### src/rtl/sar_search.sv
// Successive-approximation search: bisects [0, 2^size-1] against an external comparator
// that sees the target on A and the probe value `guess` on B.
module sar_search #(
    parameter int unsigned size = 4
) (
    input  logic            clk,
    input  logic            rst_n,
    input  logic            start,
    output logic [size-1:0] guess,
    input  logic            A_greater,
    input  logic            B_greater,
    input  logic            AB_equal,
    output logic            busy,
    output logic            done,
    output logic            found,
    output logic            error,
    output logic [size-1:0] result
);

    localparam int unsigned CntW = $clog2(size + 2);

    typedef enum logic [1:0] {StIdle, StProbe, StDone} state_e;

    state_e            state_q, state_d;
    logic [size:0]     low_q, low_d, high_q, high_d;
    logic [CntW-1:0]   count_q, count_d;
    logic              found_q, found_d, error_q, error_d;
    logic [size-1:0]   result_q, result_d;

    logic [size+1:0]   sum;
    logic [size-1:0]   mid;
    logic              flags_onehot, at_min, at_max, limit_hit;

    // Bounds are one bit wider than the operand so guess+1 / guess-1 never wrap.
    assign sum          = {1'b0, low_q} + {1'b0, high_q};
    assign mid          = sum[size:1];
    assign flags_onehot = $onehot({A_greater, B_greater, AB_equal});
    assign at_min       = (mid == '0);
    assign at_max       = (mid == {size{1'b1}});
    assign limit_hit    = (count_q == CntW'(size));

    always_ff @(posedge clk) begin
        if (!rst_n) begin
            state_q  <= StIdle;
            low_q    <= '0;
            high_q   <= '0;
            count_q  <= '0;
            found_q  <= 1'b0;
            error_q  <= 1'b0;
            result_q <= '0;
        end else begin
            state_q  <= state_d;
            low_q    <= low_d;
            high_q   <= high_d;
            count_q  <= count_d;
            found_q  <= found_d;
            error_q  <= error_d;
            result_q <= result_d;
        end
    end

    always_comb begin
        state_d  = state_q;
        low_d    = low_q;
        high_d   = high_q;
        count_d  = count_q;
        found_d  = found_q;
        error_d  = error_q;
        result_d = result_q;
        unique case (state_q)
            StIdle: begin
                if (start) begin
                    state_d = StProbe;
                    low_d   = '0;
                    high_d  = {1'b0, {size{1'b1}}};
                    count_d = '0;
                    found_d = 1'b0;
                    error_d = 1'b0;
                end
            end
            StProbe: begin
                if (!flags_onehot) begin
                    state_d = StDone;
                    found_d = 1'b0;
                    error_d = 1'b1;
                end else if (AB_equal) begin
                    state_d  = StDone;
                    result_d = mid;
                    found_d  = 1'b1;
                    error_d  = 1'b0;
                end else if ((A_greater && at_max) || (B_greater && at_min) || limit_hit) begin
                    // Comparator disagrees with the remaining range, or one probe too many.
                    state_d = StDone;
                    found_d = 1'b0;
                    error_d = 1'b1;
                end else begin
                    count_d = count_q + CntW'(1);
                    if (A_greater) begin
                        low_d = {1'b0, mid} + {{size{1'b0}}, 1'b1};
                    end else begin
                        high_d = {1'b0, mid} - {{size{1'b0}}, 1'b1};
                    end
                end
            end
            StDone: begin
                state_d = StIdle;
            end
            default: begin
                state_d = StIdle;
            end
        endcase
    end

    always_comb begin
        busy   = (state_q == StProbe);
        done   = (state_q == StDone);
        guess  = busy ? mid : '0;
        found  = found_q;
        error  = error_q;
        result = result_q;
    end

endmodule

### config.mk
export PLATFORM = sky130hd
export DESIGN_NAME = sar_search
export DESIGN_NICKNAME = d
export VERILOG_FILES = /design/src/rtl/sar_search.sv
export SDC_FILE = /design/constraint.sdc
export NUM_CORES = 1
export LEC_CHECK = 0
export ABC_AREA = 1
export BUFFER_PORTS_ARGS = -buffer_cell sky130_fd_sc_hd__buf_2
export CORE_ASPECT_RATIO = 0.9
export CORE_MARGIN = 8
export CORE_UTILIZATION = 60
export CTS_CLUSTER_DIAMETER = 150
export DETAILED_ROUTE_END_ITERATION = 8
export PLACE_DENSITY = 0.85
export SETUP_SLACK_MARGIN = 0.02
export SYNTH_ARGS = -nofsm -noshare
export SYNTH_HDL_FRONTEND = slang
export SYNTH_SLANG_ARGS = --single-unit
### constraint.sdc
create_clock -name clk -period 4.1 [get_ports clk]
set_input_delay 0.205 -clock clk [delete_from_list [all_inputs] [get_ports clk]]
set_output_delay 0.205 -clock clk [all_outputs]
set_load 0.005 [all_outputs]
# Yosys cells after proc, flatten, opt, wreduce, memory -nomap -nowiden
# Index checks and enable logic that the tools add are counted.
# word_totals
rom_bits,0
mem_count,0
latch_bits,0
in_bits,6
ram_bits,0
regBits,21
output_inout_bits,12
# classes
n_reduce_logical,13
n_shift,0
eq_ne,12
div_mod_pow,0
add_sub_neg,6
magnitude_cmp,0
mux,32
mul,0
bitwise,0
# op_table
cell,n
5-bit two-way mux,10
5-bit one-hot mux with 2 select lines,2
3-bit two-way mux,4
6-bit AND reduction,2
2-bit inequality test (second input constant),5
2-bit two-way mux,4
1-bit two-way mux,7
3-bit one-hot mux with 2 select lines,1
3-bit AND reduction,2
4-bit by 1-bit adder with 5-bit output (second input constant),1
5-bit adder,1
5-bit AND reduction,1
4-bit by 1-bit subtractor with 5-bit output (second input constant),1
2-bit by 1-bit == test with 1-bit output (second input constant),2
4-bit == test (second input constant),1
4-bit zero test,1
4-bit two-way mux,1
4-bit by 3-bit inequality test with 1-bit output (second input constant),1
1-bit one-hot mux with 2 select lines,2
2-bit one-hot mux with 2 select lines,1
3-bit by 1-bit adder with 3-bit output (second input constant),1
3-bit == test (second input constant),1
1-bit by 1-bit adder with 2-bit output,1
2-bit by 1-bit adder with 2-bit output,1
7 further kinds,9

# Logic depth before layout (Yosys ltp)
# logic_depth
word_depth,9
depth_mapped,18
mapped_depth_nobuf,18

# Least setup slack after synthesis
# Ideal clock, no wire load.
# synth_path
path_kind,register -> register
from,reg low_q[0]
to,reg high_q[1]
path_slack_ps,1827
setup_ps,114
synth_period_minus_slack_ps,2273
t_arrival_ps,2159
path_stages_with_launch,18
cell_sequence,dfxtp_1 > nand2_1 > inv_1 > fa_1 > xor2_1 > inv_1 > ha_1 > nand2_1 > inv_1 > nand3_1 > nor2_1 > nor2_2 > nand2_1 > nand2_2 > buf_6 > nand3_4 > nor2_1 > nor2_2
# synth_between
elab_chain_len,7
# synth_lines
element,line_no,text
"start, declared",25,"logic [size:0] low_q, low_d, high_q, high_d;"
"start signal, assigned",53,low_q <= low_d;
5-bit adder (*),35,"assign sum = {1'b0, low_q} + {1'b0, high_q};"
named net sum[2],30,logic [size+1:0] sum;
"4-bit by 1-bit subtractor with 5-bit output, or another cell as far along",101,"high_d = {1'b0, mid} - {{size{1'b0}}, 1'b1};"
5-bit two-way mux or 1-bit logical AND (tied branches),"98, 91",
5-bit two-way mux or 1-bit logical OR (tied branches),91,end else if ((A_greater && at_max) || (B_greater && at_min) || limit_hit) begin
5-bit two-way mux or 1-bit logical OR (tied branches),"86, 91",
5-bit two-way mux or 2-bit inequality test (tied branches),-,
5-bit one-hot mux with 2 select lines or 6-bit AND reduction (tied branches),-,
"end signal, assigned",54,high_q <= high_d;
"end, declared",25,
# Mark *: on every way through the listed nets, which the timed path passes. The rest lies on a longest branch. The select of a mux whose other input is x is not followed.
# A chain may end at the register's enable or synchronous reset.

# Worst setup path after layout
# layout_path
from,reg low_q[0]
to,reg count_q[1]
# layout_between
elab_chain_len,7
# layout_lines
element,line_no,text
5-bit adder (*),35,
named net sum[2],30,
4-bit == test or 4-bit zero test (tied branches),"39, 38",
1-bit logical AND,91,
1-bit logical OR (*) (2 in series),91,
2-bit inequality test (no source line) (*),-,
5-bit AND reduction (no source line) (*),-,
"end signal, assigned",55,count_q <= count_d;
"end, declared",26,"logic [CntW-1:0] count_q, count_d;"
# Mark *: on every way through the listed nets, which the timed path passes. The rest lies on a longest branch.

==> results.ini <==
[outcome]
status=complete, no violations

[die]
die_h_um=61.5
start_util=0.633
ios=18
dieArea_sq_um=4100
core_area_sq_um=2180
fp.dieW_um=66.6
rows=16

[routing]
vias=1282
dr.pass1.iters=5
drt_wl_total_um=2890
ant_nets=0
drtIter0Drc=69
routed_via_density=5.07
drc=0
avgRoutedWirePerCell_um=11.4

[placed_design]
placed_area_sq_um=1470
dp_slack_ns=1.48
place_hpwl_um=2270
numPortBuffers=17
place_congestion=0.845

[clocking]
cts_tree=yes
cts_root_buf=clkbuf_4
cts_resized=0
path_clk_slew_ns=0.12
cts.sinks=21
htree_levels=1
cts_made_buffers=3
clock_latency_ns=0.31
ctsHoldBuffers=0
post-cts-setup-buffers=0
clockBufferDepth=2

[sta]
finalSetupViolations=0
hold_viol_final=0
worst_pin_slew_ns=0.896
fmax_mhz=379
fin_crit_sh=0.643
drv_slew=0
layout_setup_ws_ns=1.46
post-route-min-period_ns=2.64
fin_setup_tns_ns=0
fin_skew_ns=0.00426
relSlewSlack=0.401
hold_ws_ns=0.256
rsz0062_at_grt=false

[worst_setup_path]
worst-endpoint-arrival_ns=2.87
path_delay_family=simple AND/OR/NAND/NOR gates
worst-path-stages=18
r2r-end=count_q[1]
reg2reg_slack_ns=1.46
cp_common_cell=nand2_1
worstSetupStartpointType=flip-flop
crit_chain=nand2_1, inv_1, fa_1, xor2_1, inv_1, ha_1, nand2_1, inv_1, nand3_1, nor2_1, nor2_2, nand2_1, nand2_2, nand2_1, inv_1, nand2_1, nand2_1, nor2_1
worstSetupEndpointType=flip-flop
required_ns=4.33
cpPeakStageDelay_ns=0.40
critPathBufInv=4
r2r_start=low_q[0]
crit_slowest_cell=fa_1
critPathMaxFanout=11
path_class=reg -> reg
reg2reg_depth=18

[grt]
grt_overflow=0
grt_usage=0.152
antenna_found_initial=0
met3_usage=0.0527
grt_max_degree=18
grt_pass1_vias=1166
busiest_layer=met2
grt_pass1_wl_um=4890
met1_usage=0.184
use_met2=0.255

[worst_hold_path]
min_to=high_q[0]
hp-class=in -> reg
whs_path_depth=3
min_from=rst_n

[logic_synthesis]
ys.flop_type=dfxtp_1
synth_cell_types=26
synth_cells=210
yosysWarnings=0
ys_ff_latch=21
synth_fp_nets=226
ys_seq_area_frac=0.304
synth.avg_cell_area_sq_um=6.58
syn_area_sq_um=1380
synth-edff-count=0
async_flop_share=0

[run]
maxCapViolCount=0

[power]
p_leak_nw=0.839
p_total_uw=725
powerDensity_nw_per_um2=485
vdd_drop_max_uv=375

[finish]
final_area_sq_um=1500
nFillCells=194
n_antenna_cell=0
seqCellArea_sq_um=420
final_nets=243
layout-drive-gt1-share=0.155
multi_input_area_sq_um=761
syn_to_final_growth_pct=8.33

[cells by family after synthesis]
family / Yosys count / synth area share
buffers and inverters: 50 / 0.145
AOI/OAI and AO/OA: 17 / 0.0679
adders and majority gates: 10 / 0.101
xor gates and xnor gates: 2 / 0.0127
and+or+nand+nor: 110 / 0.369
DFF: 21 / 0.304
[cell usage after synthesis, types with 2 or more instances]
| cell type | instances | area share |
|---|---|---|
| nand2_1 | 45 | 0.12 |
| inv_1 | 42 | 0.11 |
| nor2_1 | 30 | 0.082 |
| dfxtp_1 | 21 | 0.30 |
| nand3_1 | 11 | 0.040 |
| nand4_1 | 9 | 0.041 |
| a21oi_1 | 8 | 0.029 |
| ha_1 | 8 | 0.072 |
| o21ai_0 | 6 | 0.022 |
| nand2_2 | 4 | 0.018 |
| nor3_1 | 4 | 0.014 |
| nor2_2 | 3 | 0.014 |
| clkbuf_1 | 2 | 0.0054 |
| fa_1 | 2 | 0.029 |
| inv_2 | 2 | 0.0054 |
| nand3_4 | 2 | 0.025 |
| o211ai_1 | 2 | 0.011 |
[placed cells by master, fill, tap and decap left out]
cell type,Yosys,routed
nand2_1,45,45
inv_1,42,42
nor2_1,30,30
dfxtp_1,21,21
buf_2,1,17
nand3_1,11,11
nand4_1,9,9
a21oi_1,8,8
ha_1,8,8
o21ai_0,6,6
nand2_2,4,4
nor3_1,4,4
nor2_2,3,3
clkbuf_4,1,3
inv_2,2,2
nand3_4,2,2
o211ai_1,2,2
fa_1,2,2
xor2_1,1,1
clkinv_1,1,1
nand2_4,1,1
or2_2,1,1
a21oi_2,1,1
xnor2_1,1,1
clkinv_2,0,1
[tightest hold or removal path, stage by stage]
cell	delay, ns
buf_2	0.20
nand2_1	0.10
nor2_1	0.03
[power by group]
group          internal, mW  total, mW  switching (mW)
Combinational         0.127      0.363           0.236
Sequential            0.237      0.260          0.0232
Clock                0.0365      0.102          0.0658
Total                 0.400      0.725           0.325
[worst max path at each step]
stage	from	endpoint
4_1_cts	low_q[0]	count_q[1]
3_5_place_dp	low_q[0]	count_q[1]
3_3_place_gp	low_q[0]	count_q[1]
2_1_floorplan	low_q[0]	high_q[1]
6_report	low_q[0]	count_q[1]
5_1_grt	low_q[0]	count_q[1]
[area by class of cell]
type | count | area share
clock buffer | 3 | 0.0151
clock inverter | 1 | 0.00334
inverter | 45 | 0.113
multi-input combinational | 139 | 0.508
sequential | 21 | 0.281
tap | 27 | 0.0226
timing repair buffer | 17 | 0.0569
[metrics by stage]
step	std cells	utilization
global placement	249	0.673
floorplan	210	-
finish	253	0.686
CTS	253	0.686
detailed placement	249	0.673
global route	253	0.686
[metal layers]
layer | wire [um] | vias to the layer above
met4 | 14 | 0
met5 | 0 | -
met2 | 1360 | 29
met3 | 180 | 3
li1 | - | 673
met1 | 1340 | 577
[state kept, by name (all words and copies together), names as in the netlist]
register,flops
high_q,5
error,1
state_q,2
result,4
count_q,3
low_q,5
found,1
(Power assumes the default switching activity.)
